--- src/rtl/sar_pkg.sv ---
// Shared constants for the successive-approximation search block.
package sar_pkg;

    localparam int DEFAULT_WIDTH = 4;

    localparam logic [1:0] IDLE   = 2'd0;
    localparam logic [1:0] PROBE  = 2'd1;
    localparam logic [1:0] VERIFY = 2'd2;
    localparam logic [1:0] DONE   = 2'd3;

endpackage

--- src/rtl/sar_search_4.sv ---
// Drives an external comparator MSB-first to find the target on w1; done 2..WIDTH+2 cycles after start.
// No backpressure: start is taken only in IDLE, ignored (not queued) otherwise.
module sar_search_4
    import sar_pkg::*;
#(
    parameter int WIDTH = DEFAULT_WIDTH
) (
    input  logic             clk,
    input  logic             reset,
    input  logic             start,
    input  logic             less,
    input  logic             equal,
    input  logic             greater,
    output logic [WIDTH-1:0] trial,
    output logic             busy,
    output logic             done,
    output logic [WIDTH-1:0] result,
    output logic             found,
    output logic             err
);

    localparam int IW = $clog2(WIDTH);
    localparam logic [WIDTH-1:0] MSB_ONLY = {1'b1, {(WIDTH-1){1'b0}}};

    logic [1:0]       state;
    logic [IW-1:0]    idx;
    logic [WIDTH-1:0] cand_clr;
    logic [WIDTH-1:0] cand_next;
    logic             flags_ok;

    // Exactly one of three flags: odd count, but not all three.
    assign flags_ok = (less ^ equal ^ greater) & ~(less & equal & greater);

    // trial doubles as the running candidate; only bits idx and idx-1 change.
    always_comb begin
        cand_clr = trial;
        if (greater)
            cand_clr[idx] = 1'b0;
        cand_next = cand_clr;
        if (idx != '0)
            cand_next[idx - 1'b1] = 1'b1;
    end

    always_ff @(posedge clk or posedge reset) begin
        if (reset) begin
            state  <= IDLE;
            idx    <= '0;
            trial  <= '0;
            result <= '0;
            found  <= 1'b0;
            err    <= 1'b0;
            busy   <= 1'b0;
            done   <= 1'b0;
        end else begin
            done <= 1'b0;
            case (state)
                IDLE: begin
                    trial <= '0;
                    busy  <= 1'b0;
                    if (start) begin
                        trial <= MSB_ONLY;
                        idx   <= IW'(WIDTH - 1);
                        found <= 1'b0;
                        err   <= 1'b0;
                        busy  <= 1'b1;
                        state <= PROBE;
                    end
                end
                PROBE: begin
                    if (!flags_ok) begin
                        err    <= 1'b1;
                        found  <= 1'b0;
                        result <= trial;
                        busy   <= 1'b0;
                        done   <= 1'b1;
                        state  <= DONE;
                    end else if (equal) begin
                        found  <= 1'b1;
                        result <= trial;
                        busy   <= 1'b0;
                        done   <= 1'b1;
                        state  <= DONE;
                    end else if (idx == '0) begin
                        trial <= cand_clr;
                        state <= VERIFY;
                    end else begin
                        idx   <= idx - 1'b1;
                        trial <= cand_next;
                    end
                end
                VERIFY: begin
                    result <= trial;
                    found  <= equal & flags_ok;
                    err    <= ~flags_ok;
                    busy   <= 1'b0;
                    done   <= 1'b1;
                    state  <= DONE;
                end
                DONE: begin
                    trial <= '0;
                    state <= IDLE;
                end
                default: state <= IDLE;
            endcase
        end
    end

endmodule

--- config.mk ---
export PLATFORM = sky130hd
export DESIGN_NAME = sar_search_4
export DESIGN_NICKNAME = d
export VERILOG_FILES = /design/src/rtl/sar_pkg.sv /design/src/rtl/sar_search_4.sv
export SDC_FILE = /design/constraint.sdc
export NUM_CORES = 1
export LEC_CHECK = 0
export ABC_AREA = 1
export BUFFER_PORTS_ARGS = -buffer_cell sky130_fd_sc_hd__buf_2
export CORE_MARGIN = 4
export CORE_UTILIZATION = 54
export CTS_CLUSTER_DIAMETER = 60
export DETAILED_ROUTE_END_ITERATION = 8
export GPL_ROUTABILITY_DRIVEN = 0
export PLACE_DENSITY_LB_ADDON = 0.3
export SLEW_MARGIN = 20
export SYNTH_ARGS = -nofsm -noshare
export SYNTH_HDL_FRONTEND = slang
export SYNTH_SLANG_ARGS = --single-unit
--- constraint.sdc ---
create_clock -name clk -period 1.6 [get_ports clk]
set_input_delay 0.08 -clock clk [delete_from_list [all_inputs] [get_ports clk]]
set_output_delay 0.08 -clock clk [all_outputs]
set_load 0.02 [all_outputs]
After elaboration in Yosys (flattened, before gate mapping)
Index checks and enable logic that the tools add are counted.
Widths: inputs -> output; s select.
{"block": "word_totals", "output_inout_bits": 12, "ff_bits": 16}
{"block": "classes", "n_eq_ne": 10, "order_cmp": 4, "bitwise": 11, "muxes": 37, "n_addsub": 1, "reduce_logical": 16}
{"cell": "$mux 4", "count": 8}
{"cell": "$mux 2", "count": 8}
{"cell": "$pmux 4 s3", "count": 1}
{"cell": "$mux 1", "count": 11}
{"cell": "$ne 2x2->1 const B", "count": 5}
{"cell": "$pmux 1 s3", "count": 3}
{"cell": "$reduce_and 3->1", "count": 3}
{"cell": "$pmux 2 s4", "count": 1}
{"cell": "$pmux 4 s2", "count": 1}
{"cell": "$lt 2x3->1 const B", "count": 2}
{"cell": "$reduce_and 2->1", "count": 3}
{"cell": "$reduce_bool 2->1", "count": 3}
{"cell": "$reduce_bool 3->1", "count": 2}
{"cell": "$reduce_and 5->1", "count": 1}
{"cell": "$and 1x1->1", "count": 4}
{"cell": "$and 4x4->4", "count": 1}
{"cell": "$demux 1 s2", "count": 2}
{"cell": "$eq 2x2->1 const B", "count": 2}
{"cell": "$ge 2x1->1 const B", "count": 2}
{"cell": "$logic_not 2->1", "count": 2}
{"cell": "$ne 4x4->1 const B", "count": 1}
{"cell": "$not 4->4", "count": 1}
{"cell": "$or 4x4->4", "count": 1}
{"cell": "$pmux 2 s2", "count": 1}
{"cell": "7 further kinds", "count": 10}

Longest topological paths before layout
Gate-level depths: netlist (run 1).
{"block": "depth", "ltp_word": 13, "depth_mapped": 10, "depth_no_buf": 9}

Least setup slack after synthesis (run 1)
Ideal clock, no wire load.
{"block": "synth_path", "path_kind": "register to register", "startpoint": "reg state[1]", "endpoint": "reg state[0]", "t_required_ps": 1484, "setup_ps": 116, "t_arrival_ps": 1252, "period_less_slack_ps": 1369, "stages_incl_launch_ff": 11, "path_slack_ps": 231, "cell_sequence": "dfrtp_1 inv_1 ha_1 buf_4 inv_2 nor2_1 nand4_1 nand2_1 inv_1 nand2_1 nand2_1"}
{"block": "synth_via", "elab_chain_len": 3, "word_cells_on_any_way": 8, "classes_between": "eq/ne (5); mux (1); reduce/logical (2)"}
{"element": "start: declaration", "line_no": "sar_search_4.sv:25", "rtl": "logic [1:0] state;"}
{"element": "start signal: assignment", "line_no": "sar_search_4.sv:46", "rtl": "state <= IDLE;"}
{"element": "start signal: assignment", "line_no": "sar_search_4.sv:66", "rtl": "state <= PROBE;"}
{"element": "start signal: assignment", "line_no": "sar_search_4.sv:76", "rtl": "state <= DONE;"}
{"element": "$eq 2x1->1 / $logic_not 2->1 (equally long branches)", "line_no": "sar_search_4.sv:56", "rtl": "case (state)"}
{"element": "$ne 4x4->1 (no line) / $ne 2x2->1 (equally long branches)"}
{"element": "$reduce_and 2->1 (no line)"}
Several ways; a longest one is shown, not always the timed one.
A chain may end at the register's enable or synchronous reset.

Final worst setup path (run 1)
{"block": "layout_path", "startpoint": "reg idx[1]", "endpoint": "reg state[0]"}
{"block": "layout_via", "elab_chain_len": 3}
{"element": "start: declaration", "line_no": "sar_search_4.sv:26", "rtl": "logic [IW-1:0] idx;"}
{"element": "start signal: assignment", "line_no": "sar_search_4.sv:62", "rtl": "idx <= IW'(WIDTH - 1);"}
{"element": "start signal: assignment", "line_no": "sar_search_4.sv:87", "rtl": "idx <= idx - 1'b1;"}
{"element": "$logic_not 2->1", "line_no": "sar_search_4.sv:83", "rtl": "end else if (idx == '0) begin"}
{"element": "$ne 4x4->1 (no line)"}
{"element": "$reduce_and 2->1 (no line)"}
{"element": "end signal: assignment", "line_no": "sar_search_4.sv:82", "rtl": "state <= DONE;"}
{"element": "end signal: assignment", "line_no": "sar_search_4.sv:85", "rtl": "state <= VERIFY;"}
{"element": "end signal: assignment", "line_no": "sar_search_4.sv:97", "rtl": "state <= DONE;"}
Every way passes these cells.

==> results by group, run 1 <==
Final layout
  – Area growth, synth to finish: 18.3%
  – Post-layout util: 69.5%
  – Total Nets Final: 180
  – Share of layout cells above drive strength 1: 23.5%
  – Final Instance Area: 1240 um^2
  – Antenna diodes: 0

CTS
  – Skew-Pair Late Insertion Delay: 0.29 ns
  – CTS Buffer Depth: 2
  – CTS root buffer: clkbuf_4
  – TritonCTS clock tree: built
  – Num Clock Sinks: 16
  – TritonCTS buffer count: 3
  – Worst-path clk slew: 0.09 ns
  – H-tree depth: 1

Yosys
  – Most frequent cell after synthesis: nand2_1
  – Asr flop ratio synth: 100%
  – Post-Synthesis Cells: 138
  – Post-synth top cells: nand2_1, inv_1, dfrtp_1
  – Ys Warns: 0
  – Syn nets: 155
  – Cell Area, Synth: 1050 um^2
  – Synthesized area per cell: 7.59 um^2
  – Yosys top cell area share: 38.2%
  – Seq/Total Area, Yosys: 38.2%
  – Synth top area cells: dfrtp_1, nand2_1, ha_1, nand3_1, inv_1
  – Library cells used by synthesis: 17
  – Seq cells post-synth: 16
  – Top_reg_cell synth: dfrtp_1
  – Synth area leader: dfrtp_1
  – Post-synth EDFFs: 0

STA
  – Final hold vios: 0
  – Hold WS: 0.0465 ns
  – Layout Skew: 0.00275 ns
  – Final Max Tran Viols: 0
  – Highest Clock Rate: 709 MHz
  – Rel. slew slack: 60.9%
  – Final setup vio count: 0
  – Final period util: 88.2%
  – Slew @ Worst Pin: 0.585 ns
  – Setup ws final: 0.189 ns
  – Minimum clock period: 1.41 ns

Floorplan
  – Initial Utilization: 58.7%
  – Die Ht: 52.0 um
  – Core area: 1780 um^2
  – Chip Width: 52.0 um
  – IO Pins: 18
  – Die area: 2710 um^2
  – # rows: 15

Worst setup path
  – Worst Setup End Kind: flip-flop
  – Required @ worst endpoint: 1.79 ns
  – CP startpoint kind: flip-flop
  – CP Data Arrival Time: 1.60 ns
  – Critical path class: flip-flop to flip-flop
  – CP max FO: 6

Worst hold path
  – Hold WC Path Type: input port to flip-flop

Route
  – Drt drc: 0
  – Final ANT Viol Nets: 0
  – Drt pass-1 iters: 4
  – Vias: 956
  – Final WL: 2.19 mm
  – Via density: 5.11
  – Initial DRC count: 46
  – Post-DR wirelength/cell: 11.7 um

Place
  – Placement-stage cell area: 1160 um^2
  – Dpl hpwl: 1.67 mm
  – Pre-CTS setup slack: 0.0892 ns
  – Number of port buffers: 17

GRT
  – Largest net degree at the start of global routing: 17
  – First-pass GRT wire length: 3.80 mm
  – Antenna violations before repair: 0
  – Gr ovfl total: 0
  – Gr usage total: 19.0%
  – Vias in the first global route: 917

Power and ir drop
  – Pwr Density: 2000 nW/um^2
  – Leakage: 0.708 nW
  – Worst vdd ir: 0.00101 V

Run status
  – Outcome: finished, final reports clean

Job
  – Max Cap Viol: 0
[worst max-delay path, stage by stage (launching register included)]
cell and delay [ns]:
dfrtp_1 0.42, inv_1 0.10, ha_1 0.26, nor2_1 0.13, nand4_1 0.11, nand2_1 0.14, inv_1 0.05, nand2_1 0.06
nand2_1 0.04
[cell families (layout without fill, tap and decap cells)]
| kind of cell | Yosys count | count (layout) | synth area share [%] |
|---|---|---|---|
| simple gates | 75 | 75 | 32.6 |
| buf+inv | 21 | 45 | 8.60 |
| flops | 16 | 16 | 38.2 |
| compound gates | 15 | 15 | 7.41 |
| fa+ha+maj | 11 | 11 | 13.1 |
[area by class of cell]
class	instances	area (um^2)
flip-flops and latches	16	402
multi-input cells	101	573
clock buffers	4	36.3
inverters	19	71.3
repair buffers	22	125
fillers	153	544
well taps	25	31.3
[placed cells by master (no fill, tap or decap), types with 2 or more instances in the layout]
| master | count |
|---|---|
| buf_2 | 17 |
| nand2_1 | 47 |
| inv_1 | 17 |
| nand2_2 | 5 |
| clkbuf_4 | 3 |
| a21oi_1 | 2 |
| o21ai_0 | 6 |
| ha_1 | 10 |
| nand3_1 | 15 |
| nor2_1 | 3 |
| dfrtp_1 | 15 |
| nand4_2 | 2 |
| inv_2 | 2 |
| o21ai_1 | 5 |
| nand4_1 | 2 |
| buf_4 | 4 |
[stage by stage]
step                      total power, mW  instances  setup TNS (ns)
after floorplan                      1.76        138               0
after global placement               2.08        180               0
after detailed placement             2.12        180               0
after CTS                            2.39        185               0
after global routing                 2.73        187         -0.0229
final                                2.48        187               0
[repair_timing]
action,CTS,global route
gates resized for setup,0,4
setup endpoints to repair,0,5
buffers inserted,0,2
endpoints found under the hold margin,16,0
hold buffers,1,0
[power by group]
part	switching, mW	internal [mW]
Combinational	0.964	0.539
Sequential	0.130	0.578
Clock	0.132	0.139
[flip-flops by register name, summed over array words and instances (netlist names)]
name / count
trial: 4
found: 1
idx: 2
state: 2
err: 1
result: 4
busy: 1
done: 1
[per-layer routing]
metal	share of wire [%]	up-vias	global-route usage [%]
li1	-	490	-
met1	45	428	24.1
met2	47	31	29.9
met3	6.3	7	4.58
met4	2.1	0	9.17
met5	0	-	0
[final timing paths]
kind / slack (ns) / to / cells past startpoint / start
worst min-delay path: 0.05 / busy / 3 / start
min in group asynchronous: 0.38 / result[3] / 3 / reset
worst max register to register: 0.19 / state[0] / 8 / idx[1]
worst min register to register: 0.49 / err / 2 / err
worst max-delay path: 0.19 / state[0] / 8 / idx[1]
max in group asynchronous: 0.80 / state[0] / 3 / reset
(Power assumes the default switching activity.)
==> run 2, diff against run 1 <==
- ABC_AREA: 1 -> default
==> run 2 against run 1 <==
  * Maximum frequency is 7.9% lower
  * Highest routed layer unchanged
  * Register-to-register slack worse by 0.12 ns
  * Sequential power is 15% lower
  * Clock-buffer cell count stayed put
  * Hold slack better by 0.082 ns
  * Sequential share of layout area is 2.4 points lower
  * Critical endpoint is now result[0]
  * Clock skew is 0.0055 ns higher
  * Synthesized cell count is 28% lower
  * Utilization is 7.2 points higher
==> results by group, run 2 <==
Route
  – Vias: 921 (-3.7%)
  – Final ANT Viol Nets: 0 (unchanged)
  – Drt drc: 0 (unchanged)
  – Post-DR wirelength/cell: 15.6 um (+33%)
  – Final WL: 2.50 mm (+15%)
  – Via density: 5.72 (+12%)
  – DR WL met2: 1.24 mm (+21%)
  – Drt pass-1 iters: 4 (unchanged)
  – Highest metal used: met4
  – Met3 WL: 135 um (-2.2%)
  – M1 wire length: 1.05 mm (+7.6%)
  – Initial DRC count: 32 (-30%)

Floorplan
  – Die Ht: 51.2 um (-1.7%)
  – Die area: 2620 um^2 (-3.4%)
  – # rows: 15 (unchanged)
  – Chip Width: 51.2 um (-1.7%)
  – Initial Utilization: 57.6% (-1.1 points)
  – Core area: 1750 um^2 (-2.1%)
  – IO Pins: 18 (unchanged)

GRT
  – Gr ovfl total: 0 (unchanged)
  – Largest net degree at the start of global routing: 17 (unchanged)
  – Gr usage total: 21.5% (+2.5 points)
  – First-pass GRT wire length: 4.10 mm (+7.8%)
  – Vias in the first global route: 916 (-0.11%)
  – Antenna violations before repair: 0 (unchanged)

STA
  – Highest Clock Rate: 653 MHz (-7.9%)
  – Rel. slew slack: 58.9% (-2.1 points)
  – Setup ws final: 0.0680 ns (-0.121 ns)
  – Final period util: 95.8% (+7.6 points)
  – Final Max Tran Viols: 0 (unchanged)
  – Slew @ Worst Pin: 0.616 ns (+0.0312 ns)
  – Layout Skew: 0.00823 ns (+0.00548 ns)
  – Final setup vio count: 0 (unchanged)
  – Final hold vios: 0 (unchanged)
  – Minimum clock period: 1.53 ns (+0.121 ns)

Place
  – Pre-CTS setup slack: -0.140 ns (-0.229 ns)
  – Dpl hpwl: 1.81 mm (+8.1%)
  – Number of port buffers: 17 (unchanged)

CTS
  – CTS Buffer Depth: 2 (unchanged)
  – TritonCTS clock tree: built
  – TritonCTS buffer count: 3 (unchanged)
  – Skew-Pair Late Insertion Delay: 0.29 ns (about the same)
  – Num Clock Sinks: 16 (unchanged)
  – H-tree depth: 1 (unchanged)
  – CTS root buffer: clkbuf_4
  – Worst-path clk slew: 0.10 ns (about the same)

Final layout
  – Area growth, synth to finish: 33.1%
  – FF/Latch Area: 402 um^2 (unchanged)
  – Total Nets Final: 154 (-14%)
  – Largest regs: result: 4 flops, trial: 4 flops
  – Post-layout util: 76.7% (+7.2 points)
  – Multi-input logic area: 617 um^2 (+7.6%)
  – Share of layout cells above drive strength 1: 42.6% (+19 points)
  – Layout fillers: 120 (-22%)
  – Antenna diodes: 0 (unchanged)
  – Most frequent cells in the layout: buf_2, buf_4, dfrtp_1

Yosys
  – Yosys top cell area share: 39.8% (+1.6 points)
  – Synthesized area per cell: 10.2 um^2 (+34%)
  – Synth area leader: dfrtp_1
  – Seq/Total Area, Yosys: 39.8% (+1.6 points)
  – Post-synth top cells: dfrtp_1, ha_1, inv_1
  – Asr flop ratio synth: 100% (unchanged)
  – Top_reg_cell synth: dfrtp_1
  – Seq cells post-synth: 16 (unchanged)
  – Syn nets: 116 (-25%)
  – Synth top area cells: dfrtp_1, ha_1, o21ai_0, mux2_2, a21oi_1
  – Library cells used by synthesis: 34 (+17)
  – Post-synth EDFFs: 0 (unchanged)
  – Most frequent cell after synthesis: dfrtp_1
  – Ys Warns: 0 (unchanged)
  – Cell Area, Synth: 1010 um^2 (-3.9%)
  – Post-Synthesis Cells: 99 (-28%)

Worst setup path
  – Critical path class: flip-flop to flip-flop
  – CP startpoint kind: flip-flop
  – CP Data Arrival Time: 1.72 ns (+0.12 ns)
  – CP max FO: 8 (+2)
  – Worst Setup End Kind: flip-flop
  – Required @ worst endpoint: 1.79 ns (about the same)

Job
  – Max Cap Viol: 0 (unchanged)

Worst hold path
  – Hold WC Path Type: input port to flip-flop

Run status
  – Outcome: finished, final reports clean

Power and ir drop
  – Leakage: 0.685 nW (-3.3%)
  – Pwr Density: 1750 nW/um^2 (-13%)
  – Worst vdd ir: 0.00110 V (+8.7%)
-- run 2: changes by cell type in the layout (fill, tap and decap cells not counted), moves of 3 or more --
cell     delta
nand2_1    -41
mux2_2      +3
inv_1      -11
nand2_2     -5
buf_4      +13
nor2_1      +4
o21ai_1     -5
o41ai_1     +3
nand3_1    -15
a21oi_1     +3
-- run 2: worst paths after layout --
check                           startpoint        end  slack [ns]  cells after the start
worst max-delay path              state[0]  result[0]        0.07                      4
worst min-delay path                 start   trial[3]        0.13                      3
worst max register to register    state[0]  result[0]        0.07                      4
worst min register to register       found      found        0.48                      1
max in group asynchronous            reset   state[0]        0.76                      3
min in group asynchronous            reset   trial[2]        0.40                      3
-- run 2: layout make-up --
class                           instances  area share [%]
Inverter                                8            2.24
Tap cell                               25            2.34
Multi-Input combinational cell         73            46.1
Sequential cell                        16            30.0
Timing Repair Buffer                   35            16.6
Clock buffer                            4            2.71
-- run 2: kinds of logic after synthesis --
logic type	synth area share [%]
AND/OR/NAND/NOR	13.8
flip-flops	39.8
AO/OA/AOI/OAI	23.4
buffers and inverters	3.86
multiplexers	5.47
adder cells (fa/ha/maj)	13.7
-- run 2: metal layers --
layer / track usage, % / vias up
li1: - / 434
met1: 26.2 / 437
met2: 36.5 / 40
met3: 2.62 / 10
met4: 12.1 / 0
met5: 0 / -
-- run 2: report_power, final --
| group | switching [mW] | total [mW] | internal [mW] |
|---|---|---|---|
| Combinational | 0.790 | 1.46 | 0.672 |
| Clock | 0.135 | 0.274 | 0.139 |
| Sequential | 0.0694 | 0.600 | 0.531 |
| Total | 0.995 | 2.34 | 1.34 |
-- run 2: per-stage QoR --
stage	std cells	power [mW]	setup TNS [ns]	hold slack, ns	area (um^2)
6_report	161	2.34	0	0.129	1340
5_1_grt	161	2.50	-0.00165	0.129	1340
4_1_cts	160	2.21	0	0.108	1290
3_5_place_dp	154	1.89	-0.677	0.184	1230
3_3_place_gp	154	1.84	-0.0756	0.179	1230
2_1_floorplan	99	1.41	0	-0.00626	1010
-- run 2: critical path, cell delays in order (launching register included) --
cell and delay (ns):
dfrtp_2 0.43, buf_4 0.15, ha_4 0.19, o21ai_2 0.29, mux2_2 0.37
-- run 2: timing repair --
item,CTS,global route
setup buffers,1,1
hold buffers,1,0
setup endpoints to repair,10,15
endpoints found under the hold margin,16,0
gates resized for setup,3,10
